## src/rtl/intersection_ctrl_if.sv

```systemverilog
// Request inputs and lamp/status outputs of the intersection controller.
// The bench drives through the master modport; the controller uses the slave modport.
interface intersection_ctrl_if;
    logic       i_side_req;
    logic       i_ped_req;
    logic       i_night;
    logic [2:0] o_main;
    logic [2:0] o_side;
    logic       o_walk;
    logic [2:0] o_state;

    modport master (
        output i_side_req, i_ped_req, i_night,
        input  o_main, o_side, o_walk, o_state
    );

    modport slave (
        input  i_side_req, i_ped_req, i_night,
        output o_main, o_side, o_walk, o_state
    );
endinterface

```

## src/rtl/intersection_ctrl.sv

```systemverilog
// Two-road traffic-light controller with a pedestrian walk phase and a night flash mode.
// Lamps are decoded from registered state only, so they change on the state edge.
module intersection_ctrl #(
    parameter int CNT_W      = 8,
    parameter int RED_CLR    = 2,
    parameter int MAIN_GREEN = 20,
    parameter int SIDE_GREEN = 10,
    parameter int YELLOW     = 3,
    parameter int PED_WALK   = 8,
    parameter int FLASH_HALF = 4
) (
    input logic                clk,
    input logic                reset,
    intersection_ctrl_if.slave bus
);
    localparam int LIM = 1 << CNT_W;

    if (RED_CLR < 1 || RED_CLR >= LIM || MAIN_GREEN < 1 || MAIN_GREEN >= LIM ||
        SIDE_GREEN < 1 || SIDE_GREEN >= LIM || YELLOW < 1 || YELLOW >= LIM ||
        PED_WALK < 1 || PED_WALK >= LIM || FLASH_HALF < 1 || FLASH_HALF >= LIM ||
        PED_WALK > SIDE_GREEN) begin : g_bad_params
        $fatal(1, "intersection_ctrl: illegal duration parameters");
    end

    typedef enum logic [2:0] {
        AR_M  = 3'd0,
        M_GRN = 3'd1,
        M_YEL = 3'd2,
        AR_S  = 3'd3,
        S_GRN = 3'd4,
        S_YEL = 3'd5,
        FLASH = 3'd6
    } state_e;

    localparam logic [CNT_W-1:0] RED_LD   = CNT_W'(RED_CLR - 1);
    localparam logic [CNT_W-1:0] MAIN_LD  = CNT_W'(MAIN_GREEN - 1);
    localparam logic [CNT_W-1:0] SIDE_LD  = CNT_W'(SIDE_GREEN - 1);
    localparam logic [CNT_W-1:0] YEL_LD   = CNT_W'(YELLOW - 1);
    localparam logic [CNT_W-1:0] FLASH_LD = CNT_W'(FLASH_HALF - 1);
    localparam logic [CNT_W-1:0] WALK_THR = CNT_W'(SIDE_GREEN - PED_WALK);

    state_e           state_q, state_d;
    logic [CNT_W-1:0] cnt_q, cnt_d;
    logic             ped_latch_q, ped_latch_d;
    logic             walk_active_q, walk_active_d;
    logic             f_q, f_d;
    logic             expired, demand, enter_sgrn;

    function automatic logic [CNT_W-1:0] load_val(input state_e s);
        case (s)
            M_GRN:        return MAIN_LD;
            M_YEL, S_YEL: return YEL_LD;
            S_GRN:        return SIDE_LD;
            FLASH:        return FLASH_LD;
            default:      return RED_LD;
        endcase
    endfunction

    always_ff @(posedge clk or posedge reset) begin
        if (reset) begin
            state_q       <= AR_M;
            cnt_q         <= RED_LD;
            ped_latch_q   <= 1'b0;
            walk_active_q <= 1'b0;
            f_q           <= 1'b0;
        end else begin
            state_q       <= state_d;
            cnt_q         <= cnt_d;
            ped_latch_q   <= ped_latch_d;
            walk_active_q <= walk_active_d;
            f_q           <= f_d;
        end
    end

    always_comb begin
        state_d = state_q;
        f_d     = f_q;
        expired = (cnt_q == '0);
        demand  = bus.i_side_req | ped_latch_q | bus.i_night;
        case (state_q)
            AR_M:    if (expired) state_d = M_GRN;
            M_GRN:   if (expired && demand) state_d = M_YEL;
            M_YEL:   if (expired) state_d = AR_S;
            AR_S:    if (expired) state_d = bus.i_night ? FLASH : S_GRN;
            S_GRN:   if (expired) state_d = S_YEL;
            S_YEL:   if (expired) state_d = AR_M;
            FLASH: begin
                // Leave flash only as the lamps go dark, so the last flash is never cut short.
                if (expired) begin
                    f_d = ~f_q;
                    if (f_q && !bus.i_night) state_d = AR_M;
                end
            end
            default: state_d = AR_M;
        endcase
        if (state_d == FLASH && state_q != FLASH) f_d = 1'b1;

        if (state_d != state_q)     cnt_d = load_val(state_d);
        else if (!expired)          cnt_d = cnt_q - CNT_W'(1);
        else if (state_q == FLASH)  cnt_d = FLASH_LD;
        else                        cnt_d = '0;

        enter_sgrn  = (state_d == S_GRN) && (state_q != S_GRN);
        ped_latch_d = enter_sgrn ? 1'b0 : (ped_latch_q | bus.i_ped_req);
        if (enter_sgrn)            walk_active_d = ped_latch_q | bus.i_ped_req;
        else if (state_d == S_GRN) walk_active_d = walk_active_q;
        else                       walk_active_d = 1'b0;
    end

    always_comb begin
        bus.o_main  = 3'b100;
        bus.o_side  = 3'b100;
        bus.o_state = state_q;
        bus.o_walk  = 1'b0;
        case (state_q)
            M_GRN: bus.o_main = 3'b001;
            M_YEL: bus.o_main = 3'b010;
            S_GRN: begin
                bus.o_side = 3'b001;
                bus.o_walk = walk_active_q && (cnt_q >= WALK_THR);
            end
            S_YEL: bus.o_side = 3'b010;
            FLASH: begin
                bus.o_main = {1'b0, f_q, 1'b0};
                bus.o_side = {1'b0, f_q, 1'b0};
            end
            default: ;
        endcase
    end
endmodule

```

## src/flat_wrapper.sv

```systemverilog
// flat-port wrapper written by rule: the top's interface ports become plain ports
module intersection_ctrl_flat 
#(
    parameter int CNT_W      = 8,
    parameter int RED_CLR    = 2,
    parameter int MAIN_GREEN = 20,
    parameter int SIDE_GREEN = 10,
    parameter int YELLOW     = 3,
    parameter int PED_WALK   = 8,
    parameter int FLASH_HALF = 4
)
  (clk, reset, bus_i_side_req, bus_i_ped_req, bus_i_night, bus_o_main, bus_o_side, bus_o_walk, bus_o_state);
  intersection_ctrl_if bus_i ();
  input logic clk;
  input logic reset;
  input wire logic [$bits(bus_i.i_side_req)-1:0] bus_i_side_req;
  input wire logic [$bits(bus_i.i_ped_req)-1:0] bus_i_ped_req;
  input wire logic [$bits(bus_i.i_night)-1:0] bus_i_night;
  output wire logic [$bits(bus_i.o_main)-1:0] bus_o_main;
  output wire logic [$bits(bus_i.o_side)-1:0] bus_o_side;
  output wire logic [$bits(bus_i.o_walk)-1:0] bus_o_walk;
  output wire logic [$bits(bus_i.o_state)-1:0] bus_o_state;
  assign bus_i.i_side_req = bus_i_side_req;
  assign bus_i.i_ped_req = bus_i_ped_req;
  assign bus_i.i_night = bus_i_night;
  assign bus_o_main = bus_i.o_main;
  assign bus_o_side = bus_i.o_side;
  assign bus_o_walk = bus_i.o_walk;
  assign bus_o_state = bus_i.o_state;
  intersection_ctrl #(.CNT_W(CNT_W), .RED_CLR(RED_CLR), .MAIN_GREEN(MAIN_GREEN), .SIDE_GREEN(SIDE_GREEN), .YELLOW(YELLOW), .PED_WALK(PED_WALK), .FLASH_HALF(FLASH_HALF)) u_core (.clk(clk), .reset(reset), .bus(bus_i));
endmodule
```

## config.mk

```make
export PLATFORM = sky130hd
export DESIGN_NAME = intersection_ctrl_flat
export DESIGN_NICKNAME = d
export VERILOG_FILES = /design/src/rtl/intersection_ctrl_if.sv /design/src/rtl/intersection_ctrl.sv /design/src/flat_wrapper.sv
export SDC_FILE = /design/constraint.sdc
export NUM_CORES = 1
export LEC_CHECK = 0
export ABC_AREA = 1
export CORE_MARGIN = 5
export CORE_UTILIZATION = 48
export DETAILED_ROUTE_END_ITERATION = 10
export PLACE_DENSITY = 0.74
export SYNTH_ARGS = -nofsm -noshare
export SYNTH_HDL_FRONTEND = slang
export SYNTH_SLANG_ARGS = --single-unit
```

## constraint.sdc

```tcl
create_clock -name clk -period 2.1 [get_ports clk]
set_input_delay 0.63 -clock clk [delete_from_list [all_inputs] [get_ports clk]]
set_output_delay 0.63 -clock clk [all_outputs]
set_load 0.02 [all_outputs]
```

======== Word level (Yosys, flattened, before mapping) ========
Index checks and enable logic that the tools add are counted.
word-level totals
  register bits after elaboration ......... 14
  input bits .............................. 5
  output and inout port bits .............. 10
operators by class
  $add $sub $neg .......................... 1
  $lt $le $gt $ge ......................... 1
  equality and inequality tests ........... 15
  muxes and demuxes ....................... 23
  bitwise gates (word level) .............. 4
  reductions and logical operators ........ 12
operators by type and width
  cell                 count
  $mux 3               8
  $pmux 3 s7           1
  $pmux 5 s4           1
  $eq 3x3->1 const B   6
  $pmux 3 s3           2
  $mux 8               2
  $eq 3x2->1 const B   3
  $ge 8x2->1 const B   1
  $logic_not 8->1      1
  $sub 8x1->8 const B  1
  $mux 1               7
  $eq 3x1->1 const B   2
  $ne 3x3->1 const B   2
  $logic_and 1x1->1    5
  $mux 2               2
  $reduce_bool 2->1    2
  $logic_not 3->1      1
  $ne 3x3->1           1
  $or 1x1->1           3
  $ne 2x1->1 const B   1
  $reduce_and 2->1     1
  $reduce_or 2->1      1
  $logic_not 1->1      1
  $not 1->1            1

======== Depth between registers and ports, before layout ========
  depth in word-level cells ............... 9
  mapped depth ............................ 15

======== Least setup slack after synthesis ========
Ideal clock, no wire load.
  kind .................................... register -> register
  start ................................... register u_core.cnt_q[0]
  end ..................................... register u_core.cnt_q[0]
  arrival ................................. 1972 ps
  required time ........................... 2040 ps
  path slack .............................. 68 ps
  stages on the path, launching flop included .. 16
  clock period less this slack ............ 2032 ps
  cells stage by stage .................... dfstp_2 inv_1 ha_1 nand2_4 inv_2 nand2_2 nand2_1 nand2_1 nand2_2 nand2_2 inv_1 ha_1 or2_2 nand3_2 nand2_1 nand2_1
between the ends
  cells in the longest elaborated chain, start to end .. 8
ends and longest elaborated chain
  what                                      line                     source
  from (decl)                               intersection_ctrl.sv:43  logic [CNT_W-1:0] cnt_q, cnt_d;
  from (signal assigned)                    intersection_ctrl.sv:68  cnt_q <= cnt_d;
  $logic_not 8->1 *                         intersection_ctrl.sv:78  expired = (cnt_q == '0);
  $logic_and 1x1->1                         intersection_ctrl.sv:82  M_GRN: if (expired && demand) state_d = M_YEL;
  $mux 3                                    intersection_ctrl.sv:82
  $pmux 3 s7 *                              intersection_ctrl.sv:80  case (state_q)
  net u_core.state_d[0]                     intersection_ctrl.sv:42  state_e state_q, state_d;
  $eq 3x2->1 or $eq 3x3->1 (tied branches)  intersection_ctrl.sv:50  case (s)
  $reduce_or 2->1                           intersection_ctrl.sv:50
  $pmux 5 s4                                intersection_ctrl.sv:50
  $mux 8 *                                  intersection_ctrl.sv:98  if (state_d != state_q) cnt_d = load_val(state_d);
  net u_core.cnt_d[0]                       intersection_ctrl.sv:43
The timed path passes the listed nets; every way through them passes the cells marked *.
A chain may end at the register's enable or synchronous reset.

======== Worst setup path in the final report ========
  start ................................... register u_core.cnt_q[0]
  end ..................................... output port bus_o_walk
between the ends
  cells in the longest elaborated chain, start to end .. 3
ends and longest elaborated chain
  what               line                      source
  $ge 8x2->1         intersection_ctrl.sv:120  bus.o_walk = walk_active_q && (cnt_q >= WALK_THR);
  $logic_and 1x1->1  intersection_ctrl.sv:120
  $mux 1             intersection_ctrl.sv:115  case (state_q)
  to (decl)          flat_wrapper.sv:21        output wire logic [$bits(bus_i.o_walk)-1:0] bus_o_walk;
Every way passes these cells.

==> results.cfg <==
[cts]
clk_path_buf_depth = 2
htreeDepth = 1
insertion_delay_ps = 300
numCtsBuffers = 3
clock-sinks = 14
cts.clk_slew.worst_paths_ps = 100
root_buffer = clkbuf_4
ctsHoldBuffers = 0
cts_tree = done

[detailed_routing]
drcViolationCount = 0
drt_iter0_markers = 20
wl_per_cell_microns = 13.0
routed_wl_mm = 2.80
drt_first_pass_iters = 4
drtAntennaViolNets = 0
vias_per_cell = 5.13
vias = 1108

[floorplan]
coreArea_sq_mm = 0.00221
io_pins = 15
die_w_microns = 58.0
die_y_microns = 58.0
die_area_sq_mm = 0.00336
num_rows = 17
start_util_pct = 49.9

[power]
p_comb_share_pct = 75.0
swShare_pct = 49.8
power_density_mw_per_mm2 = 1750
switchingPower_mw = 1.32
p_int_mw = 1.34
ir_drop_mv = 1.07
seqPwrFrac_pct = 17.2
p_clk_share_pct = 7.8
leakagePower_nw = 0.805
p_total_mw = 2.66

[global_routing]
grt_pass1_wl_mm = 4.42
overflow = 0
grt_max_degree = 15
grt_usage_pct = 17.5
antenna_found_initial = 0
grt_pass1_vias = 1048

[sta]
slew_violations = 0
final_hold_viol_count = 0
fin_ws_ps = 21.0
finalCritPeriodShare_pct = 99.0
fin_worst_skew_ps = 9.82
worstMarginPinSlew_ps = 557
rsz0062_at_grt = yes
period_minus_slack_ps = 2080
slew_headroom_pct = 62.8
whs_ps = 573
clock.fmax_mhz = 481
tns_ps = 0
setup_viol = 0

[logic_synthesis]
ys_warn_count = 0
synth-adder-area-share_pct = 5.66
synth_common_cells = nand2_1, inv_1, dfrtp_1
synth-compound-area-share_pct = 5.66
synth_edf_count = 0
synth_area_leaders = dfrtp_1, nand2_1, inv_1
synth_top_area_share_pct = 29.4
synth_simple_gate_area_share_pct = 42.0
syn_inst = 145
ys_ff_latch = 14
avgSynthCellArea_sq_um = 7.62
async_flop_share_pct = 100
synth.largest_area_cell = dfrtp_1
synth_area_sq_mm = 0.00110
synth_top_family_by_area = simple AND/OR/NAND/NOR gates
synth.most_common_cell = nand2_1
synthXorXnorAreaFrac_pct = 3.96
ys_seq_area_share_pct = 31.8
synthFlopType = dfrtp_1
syn_nets = 155
ys_types = 26
synthMuxAreaShare_pct = 0

[placement]
place_hpwl_mm = 2.14
dp_slack_ps = -240
place.gp.congestion = 0.879
io_buffers = 14

[finish]
area.growth.synth_to_final_pct = 37.3
nNetsFinal = 199
drive_above_1_share_pct = 42.0
num_antenna_cells = 0

[setup_path]
critPathBufInv = 2
worstPathMaxFanout = 2
worstPathRequired_ps = 1470
cp-start-kind = flop
end_kind = primary output
crit_slowest_cell = dfstp_2
worstSetupPathType = flop to primary output
max_stage_delay_ps = 560
crit_family = flip-flops
cp.arrival_ps = 1450
cp_cell_sequence = inv_2, ha_1, nor3_1, a21oi_1, buf_4

[run]
drv_cap = 0

[worst_hold_path]
hp-class = flop to flop

[run_status]
status = completed
-- worst reg2reg max path, stage by stage (launching register included) --
cell     delay [ps]
dfstp_2         390
inv_2            60
buf_4           120
ha_4            140
nand2_4          60
nor2_4          220
nand3_2         160
nand3_4         150
inv_1            70
ha_2            180
or2_4           250
nand3_2          70
nand2_1          60
nand2_1          80
-- per-stage QoR --
stage | instances | cell area [sq um] | util, %
after global placement | 210 | 1450 | 65.3
after global routing | 216 | 1520 | 68.6
final | 216 | 1520 | 68.6
after floorplan | 145 | 1100 | -
after CTS | 216 | 1520 | 68.5
after detailed placement | 210 | 1450 | 65.3
-- power by group through the flow --
stage          combinational [mW]  clock (mW)  sequential (mW)
4_1_cts                      1.95       0.209            0.458
6_report                     1.99       0.208            0.458
3_5_place_dp                 1.86           0            0.459
3_3_place_gp                 1.78           0            0.455
5_1_grt                      2.16       0.223            0.469
2_1_floorplan                1.19           0            0.483
-- what timing repair did --
action / in CTS / in global routing
pin swaps: 4 / 4
endpoints found under the setup margin: 8 / 9
gates resized for setup: 24 / 15
setup buffers: 2 / 0
-- metal layers --
layer	part of all wire (%)	vias to the layer above	wire length, microns	GRT usage (%)
li1	-	544	-	-
met1	43	524	1210	20.7
met2	50	31	1400	29.5
met3	3.8	9	107	3.34
met4	2.9	0	82	9.60
met5	0	-	0	0
-- final timing paths --
path                                  from                  to  slack, ps  depth (start not counted)
max                        u_core.cnt_q[0]          bus_o_walk         20                          5
min                        u_core.cnt_q[7]     u_core.cnt_q[7]        570                          2
max reg2reg                u_core.cnt_q[0]     u_core.cnt_q[0]         40                         13
min reg2reg                u_core.cnt_q[7]     u_core.cnt_q[7]        570                          2
max in group asynchronous            reset     u_core.cnt_q[7]       1060                          2
min in group asynchronous            reset  u_core.ped_latch_q        670                          2
-- placed cells by master (no fill, tap or decap) --
| master | count |
|---|---|
| nor3_1 | 3 |
| nand3_4 | 2 |
| o21ai_0 | 4 |
| dlymetal6s2s_1 | 2 |
| a21oi_1 | 4 |
| nor2_2 | 5 |
| dfrtp_1 | 13 |
| clkbuf_4 | 3 |
| nand2_4 | 5 |
| nand2_1 | 29 |
| ha_1 | 2 |
| ha_4 | 2 |
| clkbuf_2 | 3 |
| or2_4 | 1 |
| xor2_1 | 3 |
| nand3_1 | 10 |
| nor2_1 | 7 |
| nand4_1 | 1 |
| or2_2 | 1 |
| o21ai_2 | 1 |
| a31oi_1 | 1 |
| nor2_4 | 3 |
| clkbuf_8 | 1 |
| ha_2 | 1 |
| buf_2 | 2 |
| o21ai_1 | 1 |
| inv_1 | 19 |
| buf_4 | 28 |
| nand2_2 | 10 |
| dfstp_2 | 1 |
| inv_2 | 7 |
| clkdlybuf4s50_1 | 5 |
| nand3_2 | 3 |
| o22ai_1 | 1 |
| xnor2_1 | 2 |
| nor4_1 | 1 |
| dlygate4sd2_1 | 1 |
-- sequential cells by signal, summed over array words and instances (netlist names) --
signal,flops
u_core.bus.o_state,3
u_core.cnt_q,8
u_core.f_q,1
u_core.ped_latch_q,1
u_core.walk_active_q,1
-- logic make-up (layout without fill, tap and decap cells) --
| kind of cell | Yosys count | in the layout |
|---|---|---|
| AND/OR/NAND/NOR | 81 | 81 |
| flip-flops | 14 | 14 |
| XOR/XNOR | 5 | 5 |
| adder cells (fa/ha/maj) | 5 | 5 |
| buffers and inverters | 28 | 71 |
| AO/OA/AOI/OAI | 12 | 12 |
-- cell type report --
class | count | area, sq um
Timing Repair Buffer | 41 | 319
Multi-Input combinational cell | 103 | 677
Tap cell | 28 | 35.0
Sequential cell | 14 | 352
Fill cell | 185 | 696
Inverter | 26 | 97.6
Clock buffer | 4 | 36.3
(Power assumes the default switching activity.)
